File: config.mk
export PLATFORM = sky130hd
export DESIGN_NAME = div_seq
export DESIGN_NICKNAME = d
export VERILOG_FILES = /design/src/rtl/div_seq.sv
export SDC_FILE = /design/constraint.sdc
export NUM_CORES = 1
export LEC_CHECK = 0
export BUFFER_PORTS_ARGS = -buffer_cell sky130_fd_sc_hd__buf_2
export CAP_MARGIN = 40
export CORE_UTILIZATION = 30
export CTS_CLUSTER_DIAMETER = 200
export DETAILED_ROUTE_END_ITERATION = 8
export SLEW_MARGIN = 20
export SYNTH_ARGS = -nofsm -noshare
export SYNTH_HDL_FRONTEND = slang
export SYNTH_SLANG_ARGS = --single-unit
File: constraint.sdc
create_clock -name clk -period 3.74 [get_ports clk]
set_input_delay 0.374 -clock clk [delete_from_list [all_inputs] [get_ports clk]]
set_output_delay 0.374 -clock clk [all_outputs]
set_load 0.03 [all_outputs]
File: src/rtl/div_seq.sv
// Multi-cycle restoring divider for DIV/DIVU: one quotient bit per cycle,
// returns {remainder, quotient} with a registered ready flag.
module div_seq #(
  parameter int unsigned WIDTH = 32
) (
  input  logic               clk,
  input  logic               rst,
  input  logic               signed_div_i,
  input  logic [WIDTH-1:0]   opdata1_i,
  input  logic [WIDTH-1:0]   opdata2_i,
  input  logic               start_i,
  input  logic               annul_i,
  output logic [2*WIDTH-1:0] result_o,
  output logic               ready_o
);

  localparam int unsigned CW = $clog2(WIDTH) + 1;

  typedef enum logic [1:0] {
    S_FREE = 2'd0,
    S_ZERO = 2'd1,
    S_ON   = 2'd2,
    S_END  = 2'd3
  } state_t;

  state_t               r_state, w_state;
  logic [CW-1:0]        r_cnt, w_cnt;
  logic [2*WIDTH-1:0]   r_sr, w_sr;
  logic [WIDTH-1:0]     r_divisor, w_divisor;
  logic                 r_sign1, w_sign1;
  logic                 r_sign2, w_sign2;
  logic                 r_signed, w_signed;
  logic [2*WIDTH-1:0]   r_result, w_result;
  logic                 r_ready, w_ready;

  logic [WIDTH-1:0]     w_abs1, w_abs2;
  logic [WIDTH:0]       w_trial;
  logic [WIDTH-1:0]     w_quo, w_rem;

  // Operand magnitudes; only meaningful while sampling in FREE
  assign w_abs1 = (signed_div_i && opdata1_i[WIDTH-1]) ? WIDTH'(~opdata1_i + WIDTH'(1)) : opdata1_i;
  assign w_abs2 = (signed_div_i && opdata2_i[WIDTH-1]) ? WIDTH'(~opdata2_i + WIDTH'(1)) : opdata2_i;

  // Partial remainder with the next dividend bit shifted in, minus divisor
  assign w_trial = r_sr[2*WIDTH-1:WIDTH-1] - {1'b0, r_divisor};

  assign w_quo = (r_signed && (r_sign1 ^ r_sign2)) ? WIDTH'(~r_sr[WIDTH-1:0] + WIDTH'(1))
                                                   : r_sr[WIDTH-1:0];
  assign w_rem = (r_signed && r_sign1) ? WIDTH'(~r_sr[2*WIDTH-1:WIDTH] + WIDTH'(1))
                                       : r_sr[2*WIDTH-1:WIDTH];

  always_ff @(posedge clk or negedge rst) begin
    if (!rst) begin
      r_state   <= S_FREE;
      r_cnt     <= '0;
      r_sr      <= '0;
      r_divisor <= '0;
      r_sign1   <= 1'b0;
      r_sign2   <= 1'b0;
      r_signed  <= 1'b0;
      r_result  <= '0;
      r_ready   <= 1'b0;
    end else begin
      r_state   <= w_state;
      r_cnt     <= w_cnt;
      r_sr      <= w_sr;
      r_divisor <= w_divisor;
      r_sign1   <= w_sign1;
      r_sign2   <= w_sign2;
      r_signed  <= w_signed;
      r_result  <= w_result;
      r_ready   <= w_ready;
    end
  end

  always_comb begin
    w_state   = r_state;
    w_cnt     = r_cnt;
    w_sr      = r_sr;
    w_divisor = r_divisor;
    w_sign1   = r_sign1;
    w_sign2   = r_sign2;
    w_signed  = r_signed;
    w_result  = r_result;
    w_ready   = r_ready;

    case (r_state)
      S_FREE: begin
        w_result = '0;
        w_ready  = 1'b0;
        if (start_i && !annul_i) begin
          if (opdata2_i == '0) begin
            w_state = S_ZERO;
          end else begin
            w_state   = S_ON;
            w_cnt     = '0;
            w_signed  = signed_div_i;
            w_sign1   = signed_div_i & opdata1_i[WIDTH-1];
            w_sign2   = signed_div_i & opdata2_i[WIDTH-1];
            w_sr      = {{WIDTH{1'b0}}, w_abs1};
            w_divisor = w_abs2;
          end
        end
      end

      S_ZERO: begin
        if (annul_i) begin
          w_state = S_FREE;
        end else begin
          w_state  = S_END;
          w_result = '0;
          w_ready  = 1'b1;
        end
      end

      S_ON: begin
        if (annul_i) begin
          w_state  = S_FREE;
          w_result = '0;
          w_ready  = 1'b0;
        end else if (r_cnt != CW'(WIDTH)) begin
          if (w_trial[WIDTH]) begin
            w_sr = {r_sr[2*WIDTH-2:0], 1'b0};
          end else begin
            w_sr = {w_trial[WIDTH-1:0], r_sr[WIDTH-2:0], 1'b1};
          end
          w_cnt = r_cnt + CW'(1);
        end else begin
          w_state  = S_END;
          w_result = {w_rem, w_quo};
          w_ready  = 1'b1;
        end
      end

      S_END: begin
        if (!start_i) begin
          w_state  = S_FREE;
          w_result = '0;
          w_ready  = 1'b0;
        end
      end

      default: begin
        w_state = S_FREE;
      end
    endcase
  end

  assign result_o = r_result;
  assign ready_o  = r_ready;

endmodule

==> results of run 1 <==
==> registers in the layout, indices dropped and copies added (netlist names) <==
signal / count
r_cnt: 6
ready_o: 1
r_state: 2
r_sr: 64
result_o: 64
r_divisor: 32
r_signed: 1
r_sign2: 1
r_sign1: 1
==> timing repair <==
item / 4_1_cts / 5_1_grt
hold buffers: 1 / 0
setup endpoints to repair: 0 / 4
resized for setup: 0 / 1
endpoints found under the hold margin: 66 / 0
==> area by class of cell <==
cell class,instances,area (um2)
multi-input cells,1049,6480
well taps,468,586
clock buffers,17,425
repair buffers,165,952
inverters,55,206
fillers,3813,23600
clock inverters,15,139
flip-flops and latches,172,4300
==> worst max path at each step <==
stage | slack (ns) | startpoint | endpoint | depth (start not counted)
after floorplan | 0.81 | r_sr[48] | r_sr[46] | 12
after global placement | 0.37 | opdata2_i[0] | r_sr[11] | 11
after detailed placement | 0.26 | opdata2_i[0] | r_sr[16] | 11
after CTS | 0.22 | r_sr[48] | r_sr[58] | 11
after global routing | 0.09 | r_sr[48] | r_sr[58] | 11
final | 0.32 | r_sr[48] | r_sr[58] | 11
==> where the power goes <==
part	internal (mW)	leakage [nW]	switching [mW]
registers	2.24	2.26	0.365
logic	1.34	3.61	2.24
clock network	0.929	0.274	0.803
total	4.50	6.14	3.41
==> kinds of logic after synthesis <==
| logic type | after synthesis | share of synthesized area |
|---|---|---|
| AOI/OAI and AO/OA | 422 | 0.217 |
| and+or+nand+nor | 407 | 0.165 |
| DFF | 172 | 0.383 |
| xor gates and xnor gates | 143 | 0.112 |
| buffers and inverters | 117 | 0.0428 |
| adders and majority gates | 44 | 0.0497 |
| muxes | 33 | 0.0300 |
==> metal layers <==
metal  part of all wire  routed length, um  global-route usage
met1               0.50              15500               0.238
met2               0.45              13800               0.256
met3              0.034               1060              0.0204
met4              0.015                472              0.0461
met5                  0                  0                   0
==> critical path: stages (launching register included) <==
cell and delay (ns):
dfrtp_1 0.46, ha_1 0.41, a211o_1 0.29, o211ai_1 0.11, nand2b_1 0.13, o311ai_0 0.38
nand3_1 0.27, o221ai_2 0.31, xor2_4 0.38, buf_12 0.24, nand2b_1 0.19, o21ai_0 0.12
==> cell usage in the layout (no fill, tap or decap), types with 4 or more instances in the layout <==
| cell type | instances |
|---|---|
| a211o_1 | 5 |
| a211oi_1 | 7 |
| a21o_1 | 20 |
| a21oi_1 | 114 |
| a31oi_1 | 8 |
| a32oi_1 | 8 |
| and2_1 | 10 |
| and3_1 | 9 |
| buf_2 | 132 |
| buf_4 | 28 |
| clkbuf_16 | 17 |
| clkinv_2 | 4 |
| dfrtp_1 | 172 |
| ha_1 | 42 |
| inv_1 | 55 |
| mux2_2 | 5 |
| mux2i_1 | 28 |
| nand2_1 | 195 |
| nand2b_1 | 10 |
| nand3_1 | 12 |
| nor2_1 | 89 |
| nor2b_1 | 9 |
| nor3_1 | 16 |
| nor4_1 | 15 |
| o211ai_1 | 7 |
| o21a_1 | 5 |
| o21ai_0 | 161 |
| o21ai_1 | 36 |
| o21bai_1 | 6 |
| o31ai_1 | 20 |
| o41ai_1 | 10 |
| or3_1 | 16 |
| or4_1 | 10 |
| xnor2_1 | 79 |
| xor2_1 | 63 |
==> metrics by stage <==
step / hold slack [ns] / total power [mW] / instance area (um2)
3_5_place_dp: 0.434 / 6.19 / 12500
4_1_cts: 0.210 / 7.94 / 13100
5_1_grt: 0.267 / 8.53 / 13100
6_report: 0.220 / 7.91 / 13100
2_1_floorplan: 0.0784 / 5.14 / 11200
3_3_place_gp: 0.434 / 6.13 / 12500
==> qor.txt, run 1 <==
Clock Path Buffers - 2
hold depth - 3
CTS root buf - clkbuf_16
starting density of the core - 0.306
final critical-path share of the clock period - 0.914
initial antenna violation count - 1
Worst R2R Path Depth - 11
Yosys top cell area share - 0.383
nets - 1573
routed wire length - 30900 um
vias per inst - 5.05
pre-CTS setup slack - 0.259 ns
Residual DRC - 0
Die X - 195 um
crit path capture type - flip-flop
cell taking the most area after synthesis - dfrtp_1
Finished Layout Cells - 1941
synthesis-stage register bit count - 172
final core occ - 0.357
H-tree level count - 4
post-synth net total - 1451
R2R Path End - r_sr[58]
row count - 70
CTS tree - done
Slew headroom - 0.462
Max Freq - 292 MHz
Max VDD drop - 0.328 mV
CP Class - flip-flop to flip-flop
setup violators final - 0
DP Cell Count - 1908
Top Ports - 134
die height - 195 um
CP Data Arrival Time - 3.72 ns
number of flops mapped to enable cells by yosys - 0
final setup margin - 0.321 ns
Async SR Flop Fraction - 1.00
Total GRT Usage - 0.164
Clock Latency Late Sink - 0.43 ns
global route overflow - 0
Hold Startpoint - opdata2_i[31]
Die Area - 38200 um2
CP startpoint kind - flip-flop
Synth cell types - 59
CTS Sinks - 172
Worst R2R Setup Slack - 0.32 ns
Post-CTS Setup Bufs - 0
Post-Syn Area - 11200 um2
max cap viols - 0
outcome - completed
Max Transition Viols Final - 0
Cells after Synth - 1338
Clock transition at path regs - 0.07 ns
sequential area share after synthesis - 0.383
Antenna Nets Post-Route - 0
warnings from Yosys - 0
total CTS buffers - 17
r2r startpoint - r_sr[48]
most numerous cell in the Yosys netlist - nand2_1
core area - 36700 um2
top cells by count, synth - nand2_1, dfrtp_1, o21ai_0
1st-iter DRT viols - 655
CP Max Fanout - 25
# diodes - 0
Hold Crit Endpoint - r_divisor[31]
Port Buf Inserts - 133
pin count of the biggest net entering global routing - 70
layout cells sized above 1 - 0.145
HPWL after detailed placement - 23700 um
RSZ-0062 raised after global routing - no
WP data required - 4.04 ns
Power Density - 604 nW/um2
Hold Fails Final Rpt - 0
HP Class - input pin to flip-flop
ranking of synthesized cells by area - dfrtp_1, o21ai_0, nand2_1
Sum Neg Setup Slack - 0 ns
Layout Skew - 0.00897 ns
mean post-synth cell area - 8.39 um2
Worst Tran Pin Value - 0.800 ns
vias in the first global route - 9411
gp weighted congestion - 0.940
TritonRoute pass-1 iters - 5
clock period minus worst slack - 3.42 ns
total number of vias - 9804
Most used DFF post-synth - dfrtp_1
Leak Pwr - 6.14 nW
P&R area growth vs syn - 16.7%
Routed WL per cell - 15.9 um
first-pass GRT wire length - 50400 um
No activity file was read; power rests on OpenSTA's default activity.
==> run 2: changes to the inputs <==
==> constraint.sdc (replaced) <==
create_clock -name clk -period 3.79 [get_ports clk]
set_input_delay 0.379 -clock clk [delete_from_list [all_inputs] [get_ports clk]]
set_output_delay 0.379 -clock clk [all_outputs]
set_load 0.03 [all_outputs]
==> run 2 against run 1 <==
  * Via count fell by 0.13%
  * Clock power rose by 12%
  * Count of clock-buffer cells in the layout rose by 1
  * Maximum frequency shrank 1.9%
  * Total power is 1.1% higher
  * Non-clock buffer count fell by 2
  * Final cell count decreased by 0.10%
  * Register-to-register slack worse by 0.02 ns
  * Critical path depth did not move
  * Die area unchanged
  * Critical path type unchanged
  * Highest routed layer unchanged
==> qor.txt, run 2 (same netlist as run 1, synthesis figures left out) <==
CP peak stage delay - 0.44 ns (-0.02 ns)
Fill cells - 3781 (-0.84%)
pin count of the biggest net entering global routing - 72 (+2.9%)
Leak Pwr - 6.17 nW (+0.54%)
Total GRT Usage - 0.161 (-0.00356)
Sum Neg Setup Slack - 0 ns (unchanged)
crit path capture type - flip-flop
# diodes - 0 (unchanged)
Die X - 195 um (unchanged)
Max VDD drop - 0.281 mV (-14%)
nets - 1571 (-0.13%)
Slew headroom - 0.511 (+0.0490)
total number of vias - 9791 (-0.13%)
vias per inst - 5.05 (about the same)
HPWL after detailed placement - 23700 um (about the same)
Clock transition at path regs - 0.07 ns (about the same)
initial antenna violation count - 0 (-1)
first-pass GRT wire length - 49300 um (-2.2%)
RSZ-0062 raised after global routing - no
commonest non-fill, non-tap cell in the layout - nand2_1
met3 Use GR - 0.0245 (+0.00415)
final critical-path share of the clock period - 0.920 (+0.00549)
outcome - completed
Layout Skew - 0.0150 ns (+0.00605 ns)
Residual DRC - 0 (unchanged)
gp weighted congestion - 0.909 (-3.3%)
total CTS buffers - 17 (unchanged)
Max Freq - 287 MHz (-1.9%)
global route overflow - 0 (unchanged)
Worst Tran Pin Value - 0.734 ns (-0.0662 ns)
Worst R2R Path Depth - 11 (unchanged)
P&R area growth vs syn - 17.3%
core area - 36700 um2 (unchanged)
r2r startpoint - r_sr[48]
Clock Path Buffers - 2 (unchanged)
Final Total Pwr - 8.00 mW (+1.1%)
crit-path most repeated cell - nand2b_1
Antenna Nets Post-Route - 0 (unchanged)
CTS tree - done
CP startpoint kind - flip-flop
TritonRoute pass-1 iters - 5 (unchanged)
hold_buf cts - 1 (unchanged)
Worst R2R Setup Slack - 0.30 ns (-0.02 ns)
Max Transition Viols Final - 0 (unchanged)
Post-CTS Resized - 0 (unchanged)
GRT met1 Usage - 0.227 (-0.0105)
HP Class - input pin to flip-flop
die height - 195 um (unchanged)
Routed WL per cell - 15.8 um (-0.91%)
Port Buf Inserts - 133 (unchanged)
row count - 70 (unchanged)
WP data required - 4.09 ns (+0.05 ns)
CP Data Arrival Time - 3.79 ns (+0.07 ns)
R2R Path End - r_sr[58]
Slowest-stage cell, CP - dfrtp_1
vias in the first global route - 9328 (-0.88%)
most frequent cells in the layout - nand2_1, dfrtp_1, o21ai_0
1st-iter DRT viols - 508 (-22%)
routed wire length - 30600 um (-1.0%)
starting density of the core - 0.306 (unchanged)
layout cells sized above 1 - 0.143 (-0.00252)
Die Area - 38200 um2 (unchanged)
CTS Sinks - 172 (unchanged)
met2 Track Usage GR - 0.254 (-0.00251)
CP Max Fanout - 24 (-4.0%)
Hold Startpoint - opdata2_i[31]
Hold Fails Final Rpt - 0 (unchanged)
GRT busiest layer - met2
H-tree level count - 4 (unchanged)
Power Density - 607 nW/um2 (+0.56%)
CTS root buf - clkbuf_16
Hold Crit Endpoint - r_divisor[31]
Post-CTS Setup Bufs - 0 (unchanged)
setup violators final - 0 (unchanged)
crit-path cells - ha_1 > a211o_1 > o211ai_1 > nand2b_1 > o311ai_0 > nand3_1 > o221ai_1 > xor2_4 > buf_12 > nand2b_1 > o21ai_0
Top Ports - 134 (unchanged)
max cap viols - 0 (unchanged)
CP Class - flip-flop to flip-flop
clock period minus worst slack - 3.49 ns (+0.0665 ns)
Clock Latency Late Sink - 0.44 ns (about the same)
hold depth - 3 (unchanged)
-- run 2: cell types whose count changed in the layout (fill, tap and decap cells not counted), moves of 2 or more --
cell | before | now
buf_4 | 28 | 25
clkinv_2 | 4 | 1
clkinvlp_4 | 3 | 1
bufinv_16 | 1 | 4
-- run 2: power breakdown --
part	internal, mW	switching [mW]	leakage [nW]
clock	1.12	0.809	0.310
sequential	2.21	0.372	2.26
combinational	1.32	2.17	3.61
-- run 2: how the worst max path moves through the flow --
stage / start / to / slack [ns]
3_3_place_gp: r_sr[48] / r_sr[60] / 0.45
4_1_cts: r_sr[48] / r_sr[58] / 0.30
6_report: r_sr[48] / r_sr[58] / 0.30
5_1_grt: r_sr[48] / r_sr[50] / 0.05
2_1_floorplan: r_sr[48] / r_sr[46] / 0.86
3_5_place_dp: r_sr[48] / r_sr[58] / 0.33
-- run 2: worst max-delay path, delay by kind of cell, from the launching register on --
kind	cells	cell delay (ns)
adder cells (fa/ha/maj)	1	0.41
AO/OA/AOI/OAI	5	1.27
buffers and inverters	1	0.24
flip-flops	1	0.44
AND/OR/NAND/NOR	3	0.55
XOR/XNOR	1	0.41
-- run 2: area by class of cell --
| cell class | instances | area [um2] | area share |
|---|---|---|---|
| Inverter | 55 | 206 | 0.0157 |
| Timing Repair Buffer | 163 | 957 | 0.0727 |
| Clock inverter | 14 | 208 | 0.0158 |
| Clock buffer | 18 | 429 | 0.0326 |
| Tap cell | 468 | 586 | 0.0445 |
| Multi-Input combinational cell | 1049 | 6480 | 0.492 |
| Sequential cell | 172 | 4300 | 0.327 |
-- run 2: metrics by stage --
| stage | std cells | area, um2 | hold WS, ns | setup slack, ns | util |
|---|---|---|---|---|---|
| 6_report | 1939 | 13200 | 0.227 | 0.304 | 0.359 |
| 4_1_cts | 1939 | 13200 | 0.209 | 0.304 | 0.359 |
| 3_3_place_gp | 1905 | 12500 | 0.459 | 0.452 | 0.340 |
| 2_1_floorplan | 1338 | 11200 | 0.0834 | 0.861 | - |
| 3_5_place_dp | 1906 | 12500 | 0.235 | 0.332 | 0.341 |
| 5_1_grt | 1939 | 13200 | 0.211 | 0.0465 | 0.359 |
-- run 2: routing by layer --
layer	routed length [um]	vias to the layer above
met5	0	-
met1	15200	4638
met2	13800	215
met4	393	0
met3	1250	25
li1	-	4913
